--- src/rtl/pipe_hazard_ctrl.sv ---
// Stall/flush/forward controller for the five-stage MIPS pipeline.
// Optional feature: define HAZ_STALL_CNT_EN to add the stall_cycles counter output.
module pipe_hazard_ctrl #(
    parameter int REG_W       = 5,
    parameter int MEM_TIMEOUT = 15
) (
    input  logic             clk,
    input  logic             rst,
    input  logic [REG_W-1:0] id_rs,
    input  logic [REG_W-1:0] id_rt,
    input  logic             id_use_rs,
    input  logic             id_use_rt,
    input  logic             id_branch,
    input  logic             id_redirect,
    input  logic [REG_W-1:0] exe_rs,
    input  logic [REG_W-1:0] exe_rt,
    input  logic [REG_W-1:0] exe_wreg,
    input  logic [REG_W-1:0] mem_wreg,
    input  logic [REG_W-1:0] wb_wreg,
    input  logic             exe_regwrite,
    input  logic             mem_regwrite,
    input  logic             wb_regwrite,
    input  logic             exe_memread,
    input  logic             mem_access,
    input  logic             mem_ready,
    output logic             pc_write,
    output logic             if2id_write,
    output logic             id2exe_write,
    output logic             exe2mem_write,
    output logic             if2id_flush,
    output logic             id2exe_bubble,
    output logic             mem2wb_bubble,
    output logic [1:0]       fwd_a,
    output logic [1:0]       fwd_b,
    output logic             mem_err,
`ifdef HAZ_STALL_CNT_EN
    output logic [31:0]      stall_cycles,
`endif
    output logic [1:0]       state
);

    typedef enum logic [1:0] {RUN = 2'd0, STALL = 2'd1, MEM_WAIT = 2'd2} state_t;

    state_t     cur, nxt;
    logic [1:0] stall_cnt, stall_cnt_nxt, stall_n;
    logic [7:0] wait_cnt, wait_cnt_nxt;
    logic       err_nxt;
    logic       id_exe_hit, id_mem_hit, mem_miss;

    // Register 0 is hardwired, so it can never be a real dependency.
    function automatic logic hit(input logic rw, input logic [REG_W-1:0] wreg,
                                 input logic [REG_W-1:0] src, input logic used);
        return rw && used && (wreg != '0) && (wreg == src);
    endfunction

    assign id_exe_hit = hit(exe_regwrite, exe_wreg, id_rs, id_use_rs) |
                        hit(exe_regwrite, exe_wreg, id_rt, id_use_rt);
    assign id_mem_hit = hit(mem_regwrite, mem_wreg, id_rs, id_use_rs) |
                        hit(mem_regwrite, mem_wreg, id_rt, id_use_rt);
    assign mem_miss   = mem_access && !mem_ready;
    assign state      = cur;

    // Branches compare in ID, so a load feeding one needs two bubbles; the 2 case is last so it wins.
    always_comb begin
        stall_n = 2'd0;
        if (exe_memread && id_exe_hit)                 stall_n = 2'd1;
        if (id_branch && !exe_memread && id_exe_hit)   stall_n = 2'd1;
        if (id_branch && id_mem_hit)                   stall_n = 2'd1;
        if (id_branch && exe_memread && id_exe_hit)    stall_n = 2'd2;
    end

    always_comb begin
        fwd_a = 2'd0;
        fwd_b = 2'd0;
        if (hit(mem_regwrite, mem_wreg, exe_rs, 1'b1))     fwd_a = 2'd1;
        else if (hit(wb_regwrite, wb_wreg, exe_rs, 1'b1))  fwd_a = 2'd2;
        if (hit(mem_regwrite, mem_wreg, exe_rt, 1'b1))     fwd_b = 2'd1;
        else if (hit(wb_regwrite, wb_wreg, exe_rt, 1'b1))  fwd_b = 2'd2;
    end

    always_ff @(posedge clk or posedge rst) begin
        if (rst) begin
            cur       <= RUN;
            stall_cnt <= 2'd0;
            wait_cnt  <= 8'd0;
            mem_err   <= 1'b0;
        end else begin
            cur       <= nxt;
            stall_cnt <= stall_cnt_nxt;
            wait_cnt  <= wait_cnt_nxt;
            mem_err   <= err_nxt;
        end
    end

    always_comb begin
        nxt           = cur;
        stall_cnt_nxt = stall_cnt;
        wait_cnt_nxt  = wait_cnt;
        err_nxt       = mem_err;
        case (cur)
            RUN: begin
                if (mem_miss) begin
                    nxt          = MEM_WAIT;
                    wait_cnt_nxt = 8'd1;
                end else if (stall_n != 2'd0) begin
                    nxt           = STALL;
                    stall_cnt_nxt = stall_n - 2'd1;
                end
            end
            STALL: begin
                if (stall_cnt == 2'd0) nxt = RUN;
                else                   stall_cnt_nxt = stall_cnt - 2'd1;
            end
            MEM_WAIT: begin
                if (mem_ready) begin
                    nxt = RUN;
                end else if (wait_cnt >= 8'(MEM_TIMEOUT)) begin
                    nxt     = RUN;
                    err_nxt = 1'b1;
                end else begin
                    wait_cnt_nxt = wait_cnt + 8'd1;
                end
            end
            default: nxt = RUN;
        endcase
    end

    always_comb begin
        pc_write      = 1'b1;
        if2id_write   = 1'b1;
        id2exe_write  = 1'b1;
        exe2mem_write = 1'b1;
        if2id_flush   = 1'b0;
        id2exe_bubble = 1'b0;
        mem2wb_bubble = 1'b0;
        case (cur)
            RUN: begin
                if (!mem_miss) begin
                    if (stall_n != 2'd0) begin
                        pc_write      = 1'b0;
                        if2id_write   = 1'b0;
                        id2exe_bubble = 1'b1;
                    end else if (id_redirect) begin
                        if2id_flush = 1'b1;
                    end
                end
            end
            STALL: begin
                pc_write      = 1'b0;
                if2id_write   = 1'b0;
                id2exe_bubble = 1'b1;
            end
            MEM_WAIT: begin
                pc_write      = 1'b0;
                if2id_write   = 1'b0;
                id2exe_write  = 1'b0;
                exe2mem_write = 1'b0;
                mem2wb_bubble = !mem_ready;
            end
            default: ;
        endcase
    end

`ifdef HAZ_STALL_CNT_EN
    always_ff @(posedge clk or posedge rst) begin
        if (rst)
            stall_cycles <= 32'd0;
        else if ((cur == STALL || cur == MEM_WAIT) && stall_cycles != 32'hFFFF_FFFF)
            stall_cycles <= stall_cycles + 32'd1;
    end
`endif

endmodule

--- config.mk ---
export PLATFORM = sky130hd
export DESIGN_NAME = pipe_hazard_ctrl
export DESIGN_NICKNAME = d
export VERILOG_FILES = /design/src/rtl/pipe_hazard_ctrl.sv
export SDC_FILE = /design/constraint.sdc
export NUM_CORES = 1
export LEC_CHECK = 0
export BUFFER_PORTS_ARGS = -buffer_cell sky130_fd_sc_hd__buf_2
export CORE_MARGIN = 2
export CORE_UTILIZATION = 30
export DETAILED_ROUTE_END_ITERATION = 8
export PLACE_DENSITY = 0.63
export REMOVE_ABC_BUFFERS = 1
export SYNTH_ARGS = -nofsm -noshare
export SYNTH_HDL_FRONTEND = slang
export SYNTH_SLANG_ARGS = --single-unit
--- constraint.sdc ---
create_clock -name clk -period 3.2 [get_ports clk]
set_input_delay 0.64 -clock clk [delete_from_list [all_inputs] [get_ports clk]]
set_output_delay 0.64 -clock clk [all_outputs]
set_load 0.01 [all_outputs]
==> Word level (Yosys, flattened, before mapping) <==
Index checks and enable logic that the tools add are counted.
{ "op_classes": {"addsub": 3, "n_lt_le_gt_ge": 1, "n_eq_ne": 19, "n_mux": 34, "n_bitwise": 3, "reduce_logical": 40} }
{ "ops": {"columns": ["operator", "n"], "rows": [
  ["5-bit == test", 8],
  ["2-bit 2-to-1 mux", 13],
  ["1-bit logical AND", 25],
  ["8-bit 2-to-1 mux", 3],
  ["8-bit one-hot mux with 2 select lines", 1],
  ["5-bit nonzero test", 3],
  ["2-bit != test, second input constant", 7],
  ["1-bit 2-to-1 mux", 13],
  ["8-bit by 1-bit adder with 8-bit output, second input constant", 1],
  ["8-bit by 4-bit greater-or-equal comparator with 1-bit output, second input constant", 1],
  ["4-bit AND reduction", 2],
  ["3-bit != test, second input constant", 2],
  ["2-bit one-hot mux with 3 select lines", 1],
  ["3-bit AND reduction", 2],
  ["2-bit nonzero test", 3],
  ["2-bit zero test", 2],
  ["1-bit one-hot mux with 2 select lines", 2],
  ["2-bit one-hot mux with 2 select lines", 1],
  ["2-bit by 1-bit subtractor with 2-bit output, second input constant", 2],
  ["2-bit by 1-bit == test with 1-bit output, second input constant", 1],
  ["2-bit == test, second input constant", 1],
  ["1-bit zero test", 2],
  ["1-bit OR", 2],
  ["2-bit OR reduction", 1],
  ["1-bit inverter", 1]
]} }
{ "word_totals": {"reg_bits": 13, "out_inout_bits": 14} }

==> Logic depth before layout (Yosys ltp) <==
Gate-level depths: netlist of the first run.
{ "depth": {"ltp_word": 13, "mapped_depth": 8, "ltp_nobuf": 8} }

==> Worst setup path before layout of the first run <==
No wires, ideal clock.
{ "synth_path": {"path_kind": "input port to output port", "startpoint": "input mem_wreg[1]", "endpoint": "output pc_write", "arrival_ps": 2243, "required_ps": 2560, "path_slack_ps": 317, "stages": 7, "path_cell_list": "buf_2 -> or4_4 -> o21a_1 -> a2bb2oi_1 -> o22ai_1 -> a31oi_1 -> buf_4"} }
{ "synth_via": {"elab_chain_len": 11, "elab_cells_between_ends": 15, "cone_classes": "eq/ne: 2; mux: 5; bitwise: 1; reduce/logical: 7"} }
{ "synth_rtl": {"columns": ["item", "line", "rtl"], "rows": [
  ["start: declaration", "18", "input logic [REG_W-1:0] mem_wreg,"],
  ["5-bit nonzero test", "53", "return rw && used && (wreg != '0) && (wreg == src);"],
  ["1-bit logical AND (2 in series)", "53", null],
  ["1-bit OR *", "58", "assign id_mem_hit = hit(mem_regwrite, mem_wreg, id_rs, id_use_rs) |"],
  ["1-bit logical AND *", "68", "if (id_branch && id_mem_hit) stall_n = 2'd1;"],
  ["1-bit 2-to-1 mux *", "68", null],
  ["2-bit 2-to-1 mux *", "69", "if (id_branch && exe_memread && id_exe_hit) stall_n = 2'd2;"],
  ["2-bit nonzero test *", "139", "if (stall_n != 2'd0) begin"],
  ["1-bit 2-to-1 mux * (2 in series)", null, null],
  ["1-bit one-hot mux with 2 select lines *", null, null],
  ["end: declaration", "26", "output logic pc_write,"]
]} }
Every way passes the cells marked *; elsewhere a longest branch is shown, timed or not.

==> Worst setup path after layout of the first run <==
{ "layout_path": {"startpoint": "input exe_wreg[0]", "endpoint": "output id2exe_bubble"} }
{ "layout_via": {"elab_chain_len": 13, "elab_cells_between_ends": 19, "cone_classes": "eq/ne: 2; mux: 7; bitwise: 1; reduce/logical: 9"} }
{ "layout_rtl": {"columns": ["item", "line", "rtl"], "rows": [
  ["start: declaration", "17", "input logic [REG_W-1:0] exe_wreg,"],
  ["5-bit nonzero test", "53", null],
  ["1-bit logical AND (2 in series)", "53", null],
  ["1-bit OR *", "56", "assign id_exe_hit = hit(exe_regwrite, exe_wreg, id_rs, id_use_rs) |"],
  ["1-bit logical AND", "66", "if (exe_memread && id_exe_hit) stall_n = 2'd1;"],
  ["1-bit 2-to-1 mux", "66", null],
  ["1-bit 2-to-1 mux", "67", "if (id_branch && !exe_memread && id_exe_hit) stall_n = 2'd1;"],
  ["1-bit 2-to-1 mux", "68", null],
  ["2-bit 2-to-1 mux *", "69", null],
  ["2-bit nonzero test *", "139", null],
  ["1-bit 2-to-1 mux *", "139", null],
  ["1-bit 2-to-1 mux *", "138", "if (!mem_miss) begin"],
  ["1-bit one-hot mux with 2 select lines *", "136", "case (cur)"],
  ["end: declaration", "31", "output logic id2exe_bubble,"]
]} }
Marked as above.

==> impl_metrics.tcl, run 1 <==
set metrics [dict create \
    hp-class "primary input to async pin" \
    ctsHoldBuffers 0 \
    firstDrtPassIters 4 \
    fin_nets 271 \
    async_reset_ff_frac 1.00 \
    globalRouteOverflowTotal 0 \
    ys_types 43 \
    die-area_sq_um 5030 \
    yosysMostFrequentCell "xor2_1" \
    netSwitchingFraction 0.394 \
    hold_slack_ns 0.414 \
    yosys.area.top_type_share 0.242 \
    avgSynthCellArea_sq_um 8.29 \
    portBuffers 60 \
    clkTransAtPathRegs_ns 0.05 \
    synthAdderAreaFrac 0.0372 \
    avgRoutedWirePerCell_um 11.7 \
    routed_wl_mm 3.18 \
    grt_pass1_wl_mm 5.29 \
    comb_power_share 0.493 \
    r2r_setup_slack_ns 0.97 \
    routed_via_density 4.87 \
    die_w_um 70.9 \
    worst_pin_slew_ns 0.602 \
    place_congestion 0.807 \
    critPathLaunch "exe_wreg[0]" \
    power_switching_uw 297 \
    ios 61 \
    synthFlopType "dfrtp_1" \
    slew_headroom 0.598 \
    rsz0062_at_grt "no" \
    p_seq_frac 0.314 \
    synth-compound-area-share 0.160 \
    antenna_found_initial 0 \
    ys_warn_count 0 \
    path_cells "buf_2 -> or4_1 -> o21ai_0 -> a2bb2oi_1 -> o22ai_2 -> a31o_2 -> buf_2" \
    antenna_left 0 \
    synth-edff-count 0 \
    clkLatencyLatePin_ns 0.24 \
    muxShareOfSynthArea 0.00745 \
    antenna_cells 0 \
    htree_levels 1 \
    critPathSlowestCell "or4_1" \
    period_share 0.936 \
    yosys.area_share.xor_xnor 0.274 \
    setup_tns_ns 0 \
    drt_iter0_drc 41 \
    die_y_um 70.9 \
    synth_top_area_cell "dfrtp_1" \
    totalPowerFinal_uw 753 \
    postSynthCellCount 162 \
    cp-end-kind "output port" \
    reg2regPathDepth 9 \
    worst_ep_arrival_time_ns 2.36 \
    cts.sinks 13 \
    critPathKind "primary input to output port" \
    gr-usage-all-layers 0.127 \
    rows 24 \
    fin_crit_ns 3.00 \
    powerDensity_nw_per_um2 438 \
    synth.area.top_cells "dfrtp_1 24%, xor2_1 15%, xnor2_1 12%, ha_1 3.7%, nor4_1 3.3%" \
    synth_commonest_cells "23 x xor2_1, 19 x xnor2_1, 13 x dfrtp_1, 11 x nand2_1, 11 x nor2_1" \
    ir_drop_mv 0.166 \
    pwr-share-clk 0.193 \
    vias 1319 \
    rr_endpoint "wait_cnt[3]$_DFFE_PP0P_" \
    cp.depth 7 \
    crit_fanout 5 \
    setup_viol 0 \
    cts_buffer_depth 2 \
    cp_common_cell "buf_2" \
    clock-skew-final_ns 0.00323 \
    multiInputGateArea_sq_um 947 \
    max-cap-violations 0 \
    cts_tree "yes" \
    worstSetupStartpointType "primary input" \
    synth-seq-area-share 0.242 \
    synth_top_family_by_area "XOR/XNOR gates" \
    coreArea_sq_um 4320 \
    r2r-start "state[0]$_DFFE_PP0P_" \
    initial_core_util 0.311 \
    root_buffer "clkbuf_8" \
    power_leakage_nw 0.803 \
    hold_violations 0 \
    fillers 466 \
    regArea_sq_um 325 \
    slew_violations 0 \
    cpLargestDelayFamily "compound AO/OA/AOI/OAI gates" \
    drc_errors 0 \
    syn_area_sq_um 1340 \
    synth_simple_gate_area_frac 0.222 \
    place_hpwl_mm 2.62 \
    crit_end "id2exe_bubble" \
    layout_setup_ws_ns 0.204 \
    cp.required_ns 2.56 \
    first_global_vias 1233 \
    cts_made_buffers 3 \
    cp_num_buf_inv 2 \
    area_delta_synth_final_pct 28.0 \
    synth_seq_cells 13 \
    fmax_mhz 334 \
    status "complete, no violations" \
    drive_gt1_frac 0.311 \
    p_int_uw 456 \
    crit_path_max_incr_delay_ns 0.52 \
    dp_slack_ns 0.114 \
    grt_max_degree 14 \
]
-- repair_timing --
| action | 4_1_cts | 5_1_grt |
|---|---|---|
| setup endpoints to repair | 0 | 4 |
| setup buffers | 0 | 0 |
| gates resized for setup | 0 | 1 |
-- layer usage --
metal / track usage / wire, um / up-vias
met4: 0.0314 / 24 / 0
met5: 0 / 0 / -
met3: 0.0271 / 223 / 3
li1: - / - / 681
met1: 0.179 / 1570 / 586
met2: 0.198 / 1360 / 49
-- registers in the layout, summed over array words and instances (netlist names) --
name,cells
mem_err,1
stall_cnt,2
state,2
wait_cnt,8
-- power groups by stage --
| stage | clock (mW) | combinational (mW) | sequential, mW |
|---|---|---|---|
| floorplan | 0 | 0.235 | 0.235 |
| global placement | 0 | 0.368 | 0.239 |
| detailed placement | 0 | 0.371 | 0.238 |
| CTS | 0.150 | 0.374 | 0.236 |
| global route | 0.159 | 0.419 | 0.241 |
| finish | 0.145 | 0.371 | 0.237 |
-- cell families (layout without fill, tap and decap cells) --
| family | count (synthesis) | in the layout |
|---|---|---|
| flops | 13 | 13 |
| mux | 1 | 1 |
| compound gates | 31 | 31 |
| fa+ha+maj | 4 | 4 |
| buf+inv | 16 | 73 |
| simple gates | 55 | 55 |
| xor+xnor | 42 | 42 |
-- how the worst min path moves through the flow --
stage                            startpoint  depth (start not counted)  slack, ns                      end
CTS                                     rst                          2       0.43  wait_cnt[2]$_DFFE_PP0P_
detailed placement      mem_err$_DFFE_PP0P_                          1       0.44      mem_err$_DFFE_PP0P_
global route                            rst                          2       0.45  wait_cnt[2]$_DFFE_PP0P_
floorplan           wait_cnt[7]$_DFFE_PP0P_                          2       0.46  wait_cnt[7]$_DFFE_PP0P_
global placement        mem_err$_DFFE_PP0P_                          1       0.45      mem_err$_DFFE_PP0P_
finish                                  rst                          2       0.41  wait_cnt[2]$_DFFE_PP0P_
-- layout make-up --
cell class                      count  area share
Multi-Input combinational cell    133       0.551
Sequential cell                    13       0.189
Clock buffer                        4      0.0262
Tap cell                           52      0.0378
Inverter                            8      0.0175
Timing Repair Buffer               61       0.179
-- per-stage QoR --
step / std cells / util / instance area [sq um]
after floorplan: 154 / - / 1300
after global placement: 267 / 0.386 / 1670
after detailed placement: 267 / 0.386 / 1670
after CTS: 271 / 0.396 / 1710
after global routing: 271 / 0.398 / 1720
final: 271 / 0.398 / 1720
-- cell usage in the layout, fill, tap and decap left out, types with 3 or more instances in the layout --
cell and instances:
a31oi_1 4, buf_2 60, clkbuf_8 3, dfrtp_1 13
ha_1 4, inv_1 8, nand2_1 11, nand3_1 5
nor2_1 11, nor2b_1 4, nor4_1 7, o21ai_0 7
or4_1 4, xnor2_1 19, xor2_1 23
Note: power is estimated with default switching activity, not from simulation.
==> run 2: changes to the inputs <==
--- a/config.mk
+++ b/config.mk
@@ -6,11 +6,12 @@
 export NUM_CORES = 1
 export LEC_CHECK = 0
 export BUFFER_PORTS_ARGS = -buffer_cell sky130_fd_sc_hd__buf_2
+export CELL_PAD_IN_SITES_DETAIL_PLACEMENT = 0
+export CELL_PAD_IN_SITES_GLOBAL_PLACEMENT = 1
 export CORE_MARGIN = 2
 export CORE_UTILIZATION = 30
 export DETAILED_ROUTE_END_ITERATION = 8
-export PLACE_DENSITY = 0.63
-export REMOVE_ABC_BUFFERS = 1
+export PLACE_DENSITY = 0.81
 export SYNTH_ARGS = -nofsm -noshare
 export SYNTH_HDL_FRONTEND = slang
 export SYNTH_SLANG_ARGS = --single-unit
==> run 2 against run 1 <==
Sequential share of layout area is 0.069 points higher. Clock power hardly changed. Power is 0.89% lower. Fmax is 0.75% lower. Critical endpoint unchanged. Critical path type unchanged.
==> impl_metrics.tcl, run 2 (synthesized netlist as in run 1, its figures left out) <==
set metrics [dict create \
    status "complete, no violations" \
    crit_path_max_incr_delay_ns 0.53 \
    final_util 0.396 \
    drt_iter0_drc 64 \
    powerDensity_nw_per_um2 436 \
    regArea_sq_um 325 \
    avgRoutedWirePerCell_um 11.7 \
    totalPowerFinal_uw 747 \
    fin_nets 271 \
    portBuffers 60 \
    cts_resized 0 \
    drc_errors 0 \
    cp-end-kind "output port" \
    gr-usage-all-layers 0.130 \
    slew_violations 0 \
    r2r-start "state[0]$_DFFE_PP0P_" \
    worst_pin_slew_ns 0.620 \
    coreArea_sq_um 4320 \
    pwr-share-clk 0.192 \
    cts_made_buffers 3 \
    fillers 458 \
    cpLargestDelayFamily "compound AO/OA/AOI/OAI gates" \
    netSwitchingFraction 0.390 \
    antenna_found_initial 0 \
    cp_common_cell "buf_2" \
    comb_power_share 0.490 \
    setup_viol 0 \
    die-area_sq_um 5030 \
    path_cells "buf_2 -> or4_1 -> o21ai_0 -> a2bb2oi_1 -> o22ai_1 -> a31o_2 -> buf_2" \
    period_share 0.943 \
    routed_via_density 4.93 \
    firstDrtPassIters 4 \
    cts.sinks 13 \
    routed_wl_mm 3.17 \
    cts_tree "yes" \
    layout_commonest_cell "buf_2" \
    die_y_um 70.9 \
    setup_tns_ns 0 \
    globalRouteOverflowTotal 0 \
    slew_headroom 0.586 \
    initial_core_util 0.311 \
    syn_nets 213 \
    cp_num_buf_inv 2 \
    power_switching_uw 291 \
    root_buffer "clkbuf_8" \
    critPathLaunch "exe_wreg[0]" \
    ios 61 \
    multiInputGateArea_sq_um 941 \
    vias 1335 \
    place_hpwl_mm 2.72 \
    ctsHoldBuffers 0 \
    hold_violations 0 \
    clkTransAtPathRegs_ns 0.05 \
    htree_levels 1 \
    drive_gt1_frac 0.306 \
    largest_reg_flops 8 \
    final_area_sq_um 1710 \
    cts_buffer_depth 2 \
    antenna_left 0 \
    dpl_cell_area_sq_um 1670 \
    rows 24 \
    grt_pass1_wl_mm 5.57 \
    max-cap-violations 0 \
    first_global_vias 1295 \
    area_delta_synth_final_pct 27.6 \
    clock-skew-final_ns 0.000796 \
    clkLatencyLatePin_ns 0.24 \
    post_cts_buffers 0 \
    fin_crit_ns 3.02 \
    p_int_uw 456 \
    die_w_um 70.9 \
    grt_max_degree 14 \
    rsz0062_at_grt "no" \
    mostFrequentLayoutCells "60 x buf_2, 23 x xor2_1, 19 x xnor2_1" \
    top_register "wait_cnt" \
    worstSetupStartpointType "primary input" \
    worst_ep_arrival_time_ns 2.38 \
    power_leakage_nw 0.802 \
    critPathKind "primary input to output port" \
    critPathSlowestCell "or4_1" \
    hp-class "primary input to async pin" \
    antenna_cells 0 \
    p_seq_frac 0.318 \
    fmax_mhz 331 \
    crit_fanout 5 \
    place_congestion 0.807 \
    cp.required_ns 2.56 \
    ir_drop_mv 0.182 \
]
[run 2: final cells by class]
cell class,instances,share of cell area
timing repair buffer,61,0.180
tap,52,0.0380
inverter,8,0.0175
clock buffer,4,0.0263
multi-input combinational,133,0.549
sequential,13,0.190
[run 2: worst paths after layout]
path,slack [ns],cells past startpoint,to
setup reg to reg,0.99,9,wait_cnt[3]$_DFFE_PP0P_
hold reg to reg,0.45,1,mem_err$_DFFE_PP0P_
max in group asynchronous,2.46,2,state[0]$_DFFE_PP0P_
setup / recovery,0.18,7,id2exe_bubble
hold / removal,0.42,2,wait_cnt[6]$_DFFE_PP0P_
min in group clk,0.45,1,mem_err$_DFFE_PP0P_
[run 2: power groups by stage]
| stage | clock [mW] | sequential [mW] | combinational, mW |
|---|---|---|---|
| 4_1_cts | 0.147 | 0.238 | 0.371 |
| 3_3_place_gp | 0 | 0.239 | 0.370 |
| 6_report | 0.143 | 0.238 | 0.366 |
| 3_5_place_dp | 0 | 0.240 | 0.369 |
| 5_1_grt | 0.157 | 0.244 | 0.412 |
| 2_1_floorplan | 0 | 0.235 | 0.260 |
[run 2: routing by layer]
layer	global-route usage	part of all wire
met1	0.169	0.46
met2	0.229	0.46
met3	0.0285	0.075
met4	0.0126	0
met5	0	0
[run 2: through the flow]
stage                     setup WS (ns)  hold WS [ns]  std cells
after CTS                         0.181         0.435        271
after detailed placement          0.187         0.439        267
after global placement            0.170         0.435        267
final                             0.181         0.416        271
after global routing             0.0293         0.453        271
after floorplan                   0.317         0.464        162
==> run 3: changes to the inputs <==
--- a/config.mk
+++ b/config.mk
@@ -5,13 +5,14 @@
 export SDC_FILE = /design/constraint.sdc
 export NUM_CORES = 1
 export LEC_CHECK = 0
+export ABC_AREA = 1
 export BUFFER_PORTS_ARGS = -buffer_cell sky130_fd_sc_hd__buf_2
 export CELL_PAD_IN_SITES_DETAIL_PLACEMENT = 0
 export CELL_PAD_IN_SITES_GLOBAL_PLACEMENT = 1
 export CORE_MARGIN = 2
-export CORE_UTILIZATION = 30
+export CORE_UTILIZATION = 27
 export DETAILED_ROUTE_END_ITERATION = 8
-export PLACE_DENSITY = 0.81
+export PLACE_DENSITY = 0.78
 export SYNTH_ARGS = -nofsm -noshare
 export SYNTH_HDL_FRONTEND = slang
 export SYNTH_SLANG_ARGS = --single-unit
==> run 3 against run 2 <==
First-iteration DRC count down 30%. Register-to-register slack better by 0.54 ns. Cell count up 32%. Via count up 16%. Clock power about the same. Sequential power up 4%. Fmax up 19%. Wire length up 18%. Synthesized cell count up 41%. Design area up 6.7%. Die area up 17%. Highest routed layer is now met4.
==> impl_metrics.tcl, run 3 <==
set metrics [dict create \
    status "complete, no violations" \
    mostFrequentLayoutCells "60 x buf_2, 58 x nand2_1, 30 x inv_1" \
    root_buffer "clkbuf_8" \
    drive_gt1_frac 0.291 \
    routed_wl_mm 3.74 \
    yosysMostFrequentCell "nand2_1" \
    period_share 0.795 \
    vias 1554 \
    routed_via_density 4.33 \
    cts_made_buffers 3 \
    final_area_sq_um 1830 \
    synthFlopType "dfrtp_1" \
    gr-usage-all-layers 0.133 \
    place_hpwl_mm 3.19 \
    worstSetupStartpointType "primary input" \
    portBuffers 60 \
    antenna_found_initial 0 \
    clock-skew-final_ns 0.000426 \
    cts_resized 0 \
    synth_commonest_cells "58 x nand2_1, 30 x inv_1, 29 x nor2_1, 16 x nand3_1" \
    drt_iter0_drc 45 \
    hp-class "primary input to async pin" \
    fin_crit_ns 2.55 \
    ios 61 \
    grt_max_degree 14 \
    async_reset_ff_frac 1.00 \
    pwr-share-clk 0.150 \
    place_congestion 0.824 \
    rsz0062_at_grt "no" \
    synth-seq-area-share 0.228 \
    first_global_vias 1496 \
    postSynthCellCount 229 \
    hold_violations 0 \
    coreArea_sq_um 5110 \
    ir_drop_mv 0.331 \
    clkLatencyLatePin_ns 0.24 \
    worst_ep_arrival_time_ns 1.91 \
    initial_core_util 0.280 \
    die_y_um 76.7 \
    final_util 0.358 \
    slew_headroom 0.688 \
    powerDensity_nw_per_um2 516 \
    avgRoutedWirePerCell_um 10.4 \
    synth_seq_cells 13 \
    avgSynthCellArea_sq_um 6.23 \
    totalPowerFinal_uw 945 \
    path_cells "buf_2 -> inv_1 -> nand4_1 -> o21ai_1 -> nor2_1 -> nand2_1 -> nand2_2 -> inv_2 -> nand2_2 -> nor2_1 -> buf_2" \
    setup_tns_ns 0 \
    slew_violations 0 \
    netSwitchingFraction 0.455 \
    p_seq_frac 0.261 \
    ys_types 31 \
    post_cts_buffers 0 \
    critPathKind "primary input to output port" \
    cp.required_ns 2.56 \
    cts_buffer_depth 2 \
    die_w_um 76.7 \
    htree_levels 1 \
    syn_nets 280 \
    layout_commonest_cell "buf_2" \
    setup_viol 0 \
    ys_warn_count 0 \
    p_int_uw 515 \
    fmax_mhz 393 \
    largest_reg_flops 8 \
    final_cells 359 \
    cts_tree "yes" \
    max-cap-violations 0 \
    ctsHoldBuffers 0 \
    critPathSlowestCell "o21ai_1" \
    comb_power_share 0.589 \
    antenna_cells 0 \
    dpl_cell_area_sq_um 1780 \
    antenna_left 0 \
    cts.sinks 13 \
    synth_top_area_cell "dfrtp_1" \
    worst_pin_slew_ns 0.467 \
    grt_pass1_wl_mm 6.53 \
    synth-edff-count 0 \
    clkTransAtPathRegs_ns 0.05 \
    syn_area_sq_um 1430 \
    dp.cells 355 \
    power_leakage_nw 1.03 \
    area_delta_synth_final_pct 28.1 \
    yosys.area.top_type_share 0.228 \
    globalRouteOverflowTotal 0 \
    rows 26 \
    synth.area.top_cells "dfrtp_1 23%, nand2_1 15%, xnor2_1 8.0%, inv_1 7.9%, nor2_1 7.6%" \
    firstDrtPassIters 4 \
    die-area_sq_um 5890 \
    fin_nets 341 \
    drc_errors 0 \
    power_switching_uw 430 \
    crit_path_max_incr_delay_ns 0.28 \
    cp-end-kind "output port" \
    top_register "wait_cnt" \
    crit_fanout 5 \
]
[run 3: final timing paths]
check / startpoint / cells after the start / slack (ns) / end
setup / recovery: mem_wreg[2] / 11 / 0.65 / if2id_flush
max in group asynchronous: rst / 2 / 2.48 / stall_cnt[0]$_DFFE_PP0P_
min in group clk: mem_err$_DFFE_PP0P_ / 1 / 0.46 / mem_err$_DFFE_PP0P_
hold reg to reg: mem_err$_DFFE_PP0P_ / 1 / 0.46 / mem_err$_DFFE_PP0P_
setup reg to reg: state[0]$_DFFE_PP0P_ / 8 / 1.53 / wait_cnt[0]$_DFFE_PP0P_
hold / removal: rst / 2 / 0.41 / wait_cnt[7]$_DFFE_PP0P_
[run 3: power by group through the flow]
stage          Sequential (mW)  Clock [mW]  Combinational [mW]
2_1_floorplan            0.250           0               0.406
6_report                 0.247       0.142               0.556
3_5_place_dp             0.250           0               0.564
3_3_place_gp             0.249           0               0.558
5_1_grt                  0.255       0.157               0.644
4_1_cts                  0.248       0.147               0.564
[run 3: final cells by class]
class                           instances  area, sq um
Fill cell                             588         3280
Multi-Input combinational cell        172          921
Sequential cell                        13          325
Timing Repair Buffer                   60          300
Inverter                               40          150
Tap cell                               70         87.6
Clock buffer                            4         45.0
[run 3: cell families (layout without fill, tap and decap cells)]
family	Yosys count	count (layout)	share of synthesized area
and+or+nand+nor	122	122	0.372
AOI/OAI and AO/OA	23	23	0.0973
adders and majority gates	4	4	0.0351
xor gates and xnor gates	23	23	0.141
buffers and inverters	44	104	0.127
DFF	13	13	0.228
[run 3: per-layer routing]
layer / share of wire / global-route usage / vias to the layer above
met3: 0.059 / 0.0282 / 2
li1: - / - / 830
met5: 0 / 0 / -
met2: 0.45 / 0.225 / 42
met1: 0.49 / 0.180 / 680
met4: 0.0037 / 0.0164 / 0
[run 3: worst max-delay path: cells and delay by family]
family                 cells  cell delay, ns
AOI/OAI and AO/OA          1            0.28
buffers and inverters      4            0.47
and+or+nand+nor            6            0.51
[run 3: through the flow]
stage               hold WS, ns  setup WS, ns
floorplan                 0.433         0.848
global placement          0.439         0.689
detailed placement        0.449         0.650
CTS                       0.427         0.647
global route              0.457         0.519
finish                    0.407         0.655
